--- src/rtl/activation_lut_loader.sv ---
// Double-buffered activation LUT: streamed loads fill the shadow bank, then the banks swap atomically.
// Optional `LUT_LOADER_CHECKSUM_EN adds a 16-bit sum of the words accepted in the last completed load.
module activation_lut_loader #(
  parameter string LUT_FILE   = "sigmoid_lut.mem",
  parameter int    ADDR_WIDTH = 8,
  parameter int    DATA_WIDTH = 8
) (
  input  logic                  clk,
  input  logic                  rst,
  input  logic                  start,
  input  logic                  wr_valid,
  input  logic [DATA_WIDTH-1:0] wr_data,
  output logic                  wr_ready,
  output logic                  busy,
  output logic                  done,
  output logic                  active_bank,
`ifdef LUT_LOADER_CHECKSUM_EN
  output logic [15:0]           checksum,
`endif
  input  logic [ADDR_WIDTH-1:0] address,
  output logic [DATA_WIDTH-1:0] data_out
);

  localparam int DEPTH = 2**ADDR_WIDTH;

  typedef enum logic [1:0] {IDLE, LOAD, SWAP} state_t;

  state_t                state, state_next;
  logic [ADDR_WIDTH-1:0] wr_addr, wr_addr_next;
  logic                  transfer;
  logic                  last_word;

  logic [DATA_WIDTH-1:0] bank0 [DEPTH];
  logic [DATA_WIDTH-1:0] bank1 [DEPTH];

  // wr_ready is a registered copy of (state == LOAD), so it qualifies a transfer on its own
  assign transfer  = wr_ready && wr_valid;
  assign last_word = (wr_addr == '1);

  always_comb begin
    state_next   = state;
    wr_addr_next = wr_addr;
    case (state)
      IDLE: begin
        if (start) begin
          state_next   = LOAD;
          wr_addr_next = '0;
        end
      end
      LOAD: begin
        if (transfer) begin
          wr_addr_next = wr_addr + 1'b1;
          if (last_word) state_next = SWAP;
        end
      end
      SWAP:    state_next = IDLE;
      default: state_next = IDLE;
    endcase
  end

  always_ff @(posedge clk or posedge rst) begin
    if (rst) begin
      state       <= IDLE;
      wr_addr     <= '0;
      wr_ready    <= 1'b0;
      busy        <= 1'b0;
      done        <= 1'b0;
      active_bank <= 1'b0;
      data_out    <= '0;
    end else begin
      state    <= state_next;
      wr_addr  <= wr_addr_next;
      wr_ready <= (state_next == LOAD);
      busy     <= (state_next != IDLE);
      done     <= (state == SWAP);
      if (state == SWAP) active_bank <= ~active_bank;
      data_out <= active_bank ? bank1[address] : bank0[address];
    end
  end

  // Loads always land in the bank readers are not using
  always_ff @(posedge clk) begin
    if (transfer) begin
      if (active_bank) bank0[wr_addr] <= wr_data;
      else             bank1[wr_addr] <= wr_data;
    end
  end

`ifdef LUT_LOADER_CHECKSUM_EN
  logic [15:0] sum_acc;

  always_ff @(posedge clk or posedge rst) begin
    if (rst) begin
      sum_acc  <= '0;
      checksum <= '0;
    end else begin
      if (state == IDLE && start) sum_acc <= '0;
      else if (transfer)          sum_acc <= sum_acc + 16'(wr_data);
      if (transfer && last_word)  checksum <= sum_acc + 16'(wr_data);
    end
  end
`endif

endmodule

--- config.mk ---
export PLATFORM = sky130hd
export DESIGN_NAME = activation_lut_loader
export DESIGN_NICKNAME = d
export VERILOG_FILES = /design/src/rtl/activation_lut_loader.sv
export SDC_FILE = /design/constraint.sdc
export NUM_CORES = 2
export LEC_CHECK = 0
export ABC_CLOCK_PERIOD_IN_PS = 3400
export BUFFER_PORTS_ARGS = -buffer_cell sky130_fd_sc_hd__buf_2
export CAP_MARGIN = 15
export CELL_PAD_IN_SITES_DETAIL_PLACEMENT = 1
export CELL_PAD_IN_SITES_GLOBAL_PLACEMENT = 2
export CORE_ASPECT_RATIO = 0.5
export CORE_MARGIN = 5
export CORE_UTILIZATION = 50
export DETAILED_ROUTE_END_ITERATION = 6
export PLACE_DENSITY_LB_ADDON = 0.12
export SLEW_MARGIN = 20
export SYNTH_ARGS = -nofsm -noshare
export SYNTH_HDL_FRONTEND = slang
export SYNTH_SLANG_ARGS = --single-unit
--- constraint.sdc ---
create_clock -name clk -period 3.4 [get_ports clk]
set_input_delay 0.17 -clock clk [delete_from_list [all_inputs] [get_ports clk]]
set_output_delay 0.17 -clock clk [all_outputs]
set_load 0.02 [all_outputs]
Word level (Yosys, flattened, before mapping)
Memories as Yosys holds them, arrays and structs flattened. Cells that the tools add are included.

Register bits after elaboration: 22. Latch bits: 0. Bits in writable memories: 4096. ROM bits: 0. Memories: 2.

Memory list: bank0 (depth 256, width 8, read ports 1, clocked after Yosys merged registers in 0, wr ports 1, line 33) `logic [DATA_WIDTH-1:0] bank0 [DEPTH];`; bank1 (depth 256, width 8, read ports 1, clocked after Yosys merged registers in 0, wr ports 1, line 34) `logic [DATA_WIDTH-1:0] bank1 [DEPTH];`.

Add/subtract/negate cells: 1. Multipliers: 0. Div/mod/pow operators: 0. $lt $le $gt $ge: 0. Equal/unequal tests: 6. Shift-type cells: 0. Mux-type cells: 14. Bitwise gates (word level): 1. Reduce and logical (&&, ||, !) cells: 5.

Operators by type and width (number): 8-bit two-way mux (3); 8-bit case mux with 2 select lines (1); 8-bit by 1-bit adder with 8-bit output, second input constant (1); 8-bit equality test, second input constant (1); 1-bit two-way mux (6); 2-bit two-way mux (3); 2-bit by 1-bit equality test with 1-bit output, second input constant (2); 2-bit inequality test, second input constant (2); 2-bit case mux with 2 select lines (1); 2-bit nonzero test (2); 3-bit AND reduction (1); 2-bit equality test, second input constant (1); 2-bit logical NOT (1); 1-bit logical AND (1); 1-bit inverter (1).

Logic depth before layout (Yosys ltp)
Word-level depth: 5. Mapped depth: 13.

Least setup slack after synthesis
OpenSTA, ideal clock, no wires.

Path kind: flip-flop to flip-flop. Start point: reg active_bank. End point: mem bank0[192][0], enable pin. Arrival: 2185 ps. Path slack: 845 ps. Stages on the path, launching flop included: 8. Path buffers: 4. Period minus slack after synthesis: 2555 ps. Path through: dfrtp_1 > buf_2 > and3_1 > clkbuf_1 > clkbuf_1 > nand3_1 > clkbuf_1 > nor2_1.

Longest elaborated chain between the ends: 3.

Ends and longest elaborated chain: start: declaration (line 16) `output logic active_bank,`; start signal: assignment (line 76) `if (state == SWAP) active_bank <= ~active_bank;`; 1-bit two-way mux (line 84) `if (active_bank) bank0[wr_addr] <= wr_data;`; 1-bit two-way mux (line 83) `if (transfer) begin`; 1-bit two-way mux (not written as such) (line 84); end: declaration (line 33).

Every way passes these cells.

Worst setup path in the final report
Start point: reg active_bank. End point: reg data_out[6].

Longest elaborated chain between the ends: 1.

Ends and longest elaborated chain: 8-bit two-way mux (line 77) `data_out <= active_bank ? bank1[address] : bank0[address];`; end signal: assignment (line 77); end: declaration (line 21) `output logic [DATA_WIDTH-1:0] data_out`.

Every way passes these cells. A chain may end at the register's enable or synchronous reset.

==> reports/summary.txt <==
synthesized area = 161000 µm²
fraction of the cycle the final worst path needs = 0.987
slew margin rel. = 0.157
total length of routed wires = 457 mm
total of max-cap violations = 0
later-pin clock latency in the skew report = 940 ps
clock buffer depth = 4
quantity of I/O buffers inserted on ports = 31
Die W = 813 µm
CTS Sinks = 4118
final hold viol count = 0
Setup Viol. Count Final = 0
layout cells sized above 1 = 0.236
biggest fanout along the worst timing path = 14
clock tree from TritonCTS = yes
buffers inserted by post-CTS timing repair = 0
run status = finished, final reports clean
post-synthesis sequential area ratio = 0.767
Yosys cell types = 64
hold path start = wr_valid
FF-to-FF End = data_out[6]
top library cells by usage in the layout, fill and taps aside = sky130_fd_sc_hd__edfxtp_1 (4096), sky130_fd_sc_hd__buf_4 (832), sky130_fd_sc_hd__mux2i_1 (799), sky130_fd_sc_hd__mux4_2 (627), sky130_fd_sc_hd__nor2_1 (603)
number of global-route vias before repair = 87304
Final Critical Period = 3360 ps
post-CTS clock slew at the launch and capture registers of the worst setup and hold paths = 70 ps
first-pass GRT wire length = 654 mm
H-tree depth reported by CTS = 5
effective utilization at floorplan = 0.502
Yosys Warn Count = 0
Worst Path Arrival = 4220 ps
vias after detailed routing = 85458
Hold EP = state[1]
# IOs = 32
routed wl met3 = 37.3 mm
layout overhead on the synthesized area = 14.4%
worst min-delay path category = in -> reg
most used flip-flop cell after synthesis = sky130_fd_sc_hd__edfxtp_1
Post-synth EDFFs = 4096
nature of the critical path startpoint = flop
TritonCTS buffer count = 366
FF-to-FF setup slack = 40 ps
Worst setup EP type = flop
worst slew pin tran = 1250 ps
most common cell after layout, fill and taps aside = sky130_fd_sc_hd__edfxtp_1
vias per cell = 6.33
vertical die dimension = 411 µm
reg2reg start = active_bank
final weighted congestion in routability-driven placement = 0.837
Routed met2 length = 210 mm
area used by sequential logic in the layout = 124000 µm²
fill cell total of the finished layout = 27486
WP data required = 4270 ps
Min-Delay Path Depth = 4
routed len/inst = 33.8 µm
Yosys reg bits = 4118
start-to-end type of the worst setup path = reg -> reg
aggregate global-route resource usage = 0.272
detailed placer's ending HPWL = 294 mm
mean cell area of the mapped netlist = 20.0 µm²
clock tree skew after final layout = 39.3 ps
max-slew violation total from the final report = 0
LEAKAGE = 59.8 nW
area taken by multi-input logic gates = 34400 µm²
Worst VDD drop = 541 µV
highest attainable clock frequency = 298 MHz
Residual DRC = 0
Top Metal Used = met5
final sum of negative setup slack = 0 ps
first-pass iteration count of the detailed router = 6
site row count = 147
buffer type at the clock tree root = sky130_fd_sc_hd__clkbuf_16
power density over the cells = 575 nW/µm²
unrepaired setup endpoints after global routing = no
Register-to-Register Path Depth = 8
number of nets in the layout = 8912
area of the die = 334000 µm²
number of antenna violations at the first check in global routing = 29
final worst hold slack = 243 ps
Iteration-0 DRC Markers = 10466
pin count of the biggest net entering global routing = 109
Overflow after GRT = 0
antenna violation net count after detailed routing = 0
sum of routed wire segments on met1 = 201 mm
ys async rst share = 0.00534
total core area = 321000 µm²
Gate Count Post-Synth = 8057
Net Count, Synth = 8081
## what timing repair did
item	4_1_cts	5_1_grt
resized for setup	6	1
hold buffers	12	0
endpoints found under the hold margin	799	0
setup endpoints to repair	5	1
## cells in the mapped netlist (all sizes together) (4+ instances only)
master,count,area (µm²)
a2111oi,19,181
mux2i,799,8000
o311ai,7,61.3
and2,6,37.5
nand3,62,310
nand2b,12,75.1
clkbuf,259,1010
or3,12,75.1
nand4,40,250
nor2b,20,125
nor2,605,2270
nor3,58,290
mux4,654,14800
nor4b,7,61.3
o31ai,7,52.6
o21ai,143,716
xor2,6,52.6
a22oi,31,233
a21oi,190,951
nand2,55,206
dfrtp,22,551
o221ai,370,3260
edfxtp,4096,123000
buf,265,2320
o22ai,197,1230
inv,5,18.8
nor4,18,113
a211oi,20,150
nor3b,4,30.0
a222oi,15,150
and3,10,62.6
a311oi,8,70.1
nand3b,5,37.5
ha,4,50.1
## kinds of logic (layout without fill, tap and decap cells)
family / count (synthesis) / after routing / share of synthesized area
other: 0 / 7 / 0
AO/OA/AOI/OAI: 1017 / 1017 / 0.0443
adder cells (fa/ha/maj): 4 / 4 / 0.000311
multiplexers: 1454 / 1454 / 0.142
XOR/XNOR: 6 / 6 / 0.000326
AND/OR/NAND/NOR: 929 / 929 / 0.0253
buffers and inverters: 529 / 1652 / 0.0208
flip-flops: 4118 / 4118 / 0.767
## how the worst max path moves through the flow
stage	end	slack, ps	depth (start not counted)	start
finish	data_out[6]	40	8	active_bank
global route	data_out[7]	10	9	active_bank
CTS	bank1[247][2]	40	4	active_bank
detailed placement	data_out[7]	-630	11	address[0]
global placement	data_out[7]	-640	11	address[0]
floorplan	bank0[192][0]	840	7	active_bank
## registers in the layout (all words and copies together), names as in the netlist
name and cells:
bank0 2048, bank1 2048, data_out 8, wr_addr 8, state 2, active_bank 1
busy 1, done 1, wr_ready 1
## final cells by class
class                      count  share of cell area
tap                         4321              0.0294
clock buffer                 438              0.0521
antenna                        7           0.0000951
clock inverter               222              0.0129
inverter                       5            0.000143
sequential                  4118               0.671
multi-input combinational   3410               0.187
timing repair buffer         987              0.0482
## report_power, final
part           switching (mW)  leakage (nW)  total, mW  internal [mW]
logic                    4.95          17.0       7.19           2.23
clock network            18.8          5.79       42.6           23.7
registers               0.129          37.1       56.1           56.0
total                    23.9          59.8        106           82.0
## critical path, cell delays in order, from the launching register on
cell and delay, ps:
sky130_fd_sc_hd__dfrtp_2 580, sky130_fd_sc_hd__nand2b_1 380, sky130_fd_sc_hd__or2_2 480, sky130_fd_sc_hd__nor3_1 120
sky130_fd_sc_hd__o21ai_0 300, sky130_fd_sc_hd__buf_4 180, sky130_fd_sc_hd__nand3_1 140, sky130_fd_sc_hd__a2111oi_4 770
sky130_fd_sc_hd__and4_1 310
## stage by stage
stage / utilization / area [µm²] / total power [mW] / worst slack (ps) / std cells
6_report: 0.574 / 184000 / 106 / 43.3 / 13508
5_1_grt: 0.574 / 184000 / 109 / 11.6 / 13501
4_1_cts: 0.574 / 184000 / 107 / 37.9 / 13501
3_5_place_dp: 0.536 / 172000 / 64.4 / -633 / 12829
3_3_place_gp: 0.536 / 172000 / 64.3 / -636 / 12828
2_1_floorplan: - / 161000 / 60.4 / 845 / 8057
## metal layers
layer,vias up,GRT usage
met4,4,0.0521
met5,-,0
met3,558,0.0473
met2,3456,0.419
met1,46186,0.416
li1,35254,-
(Power assumes the default switching activity.)
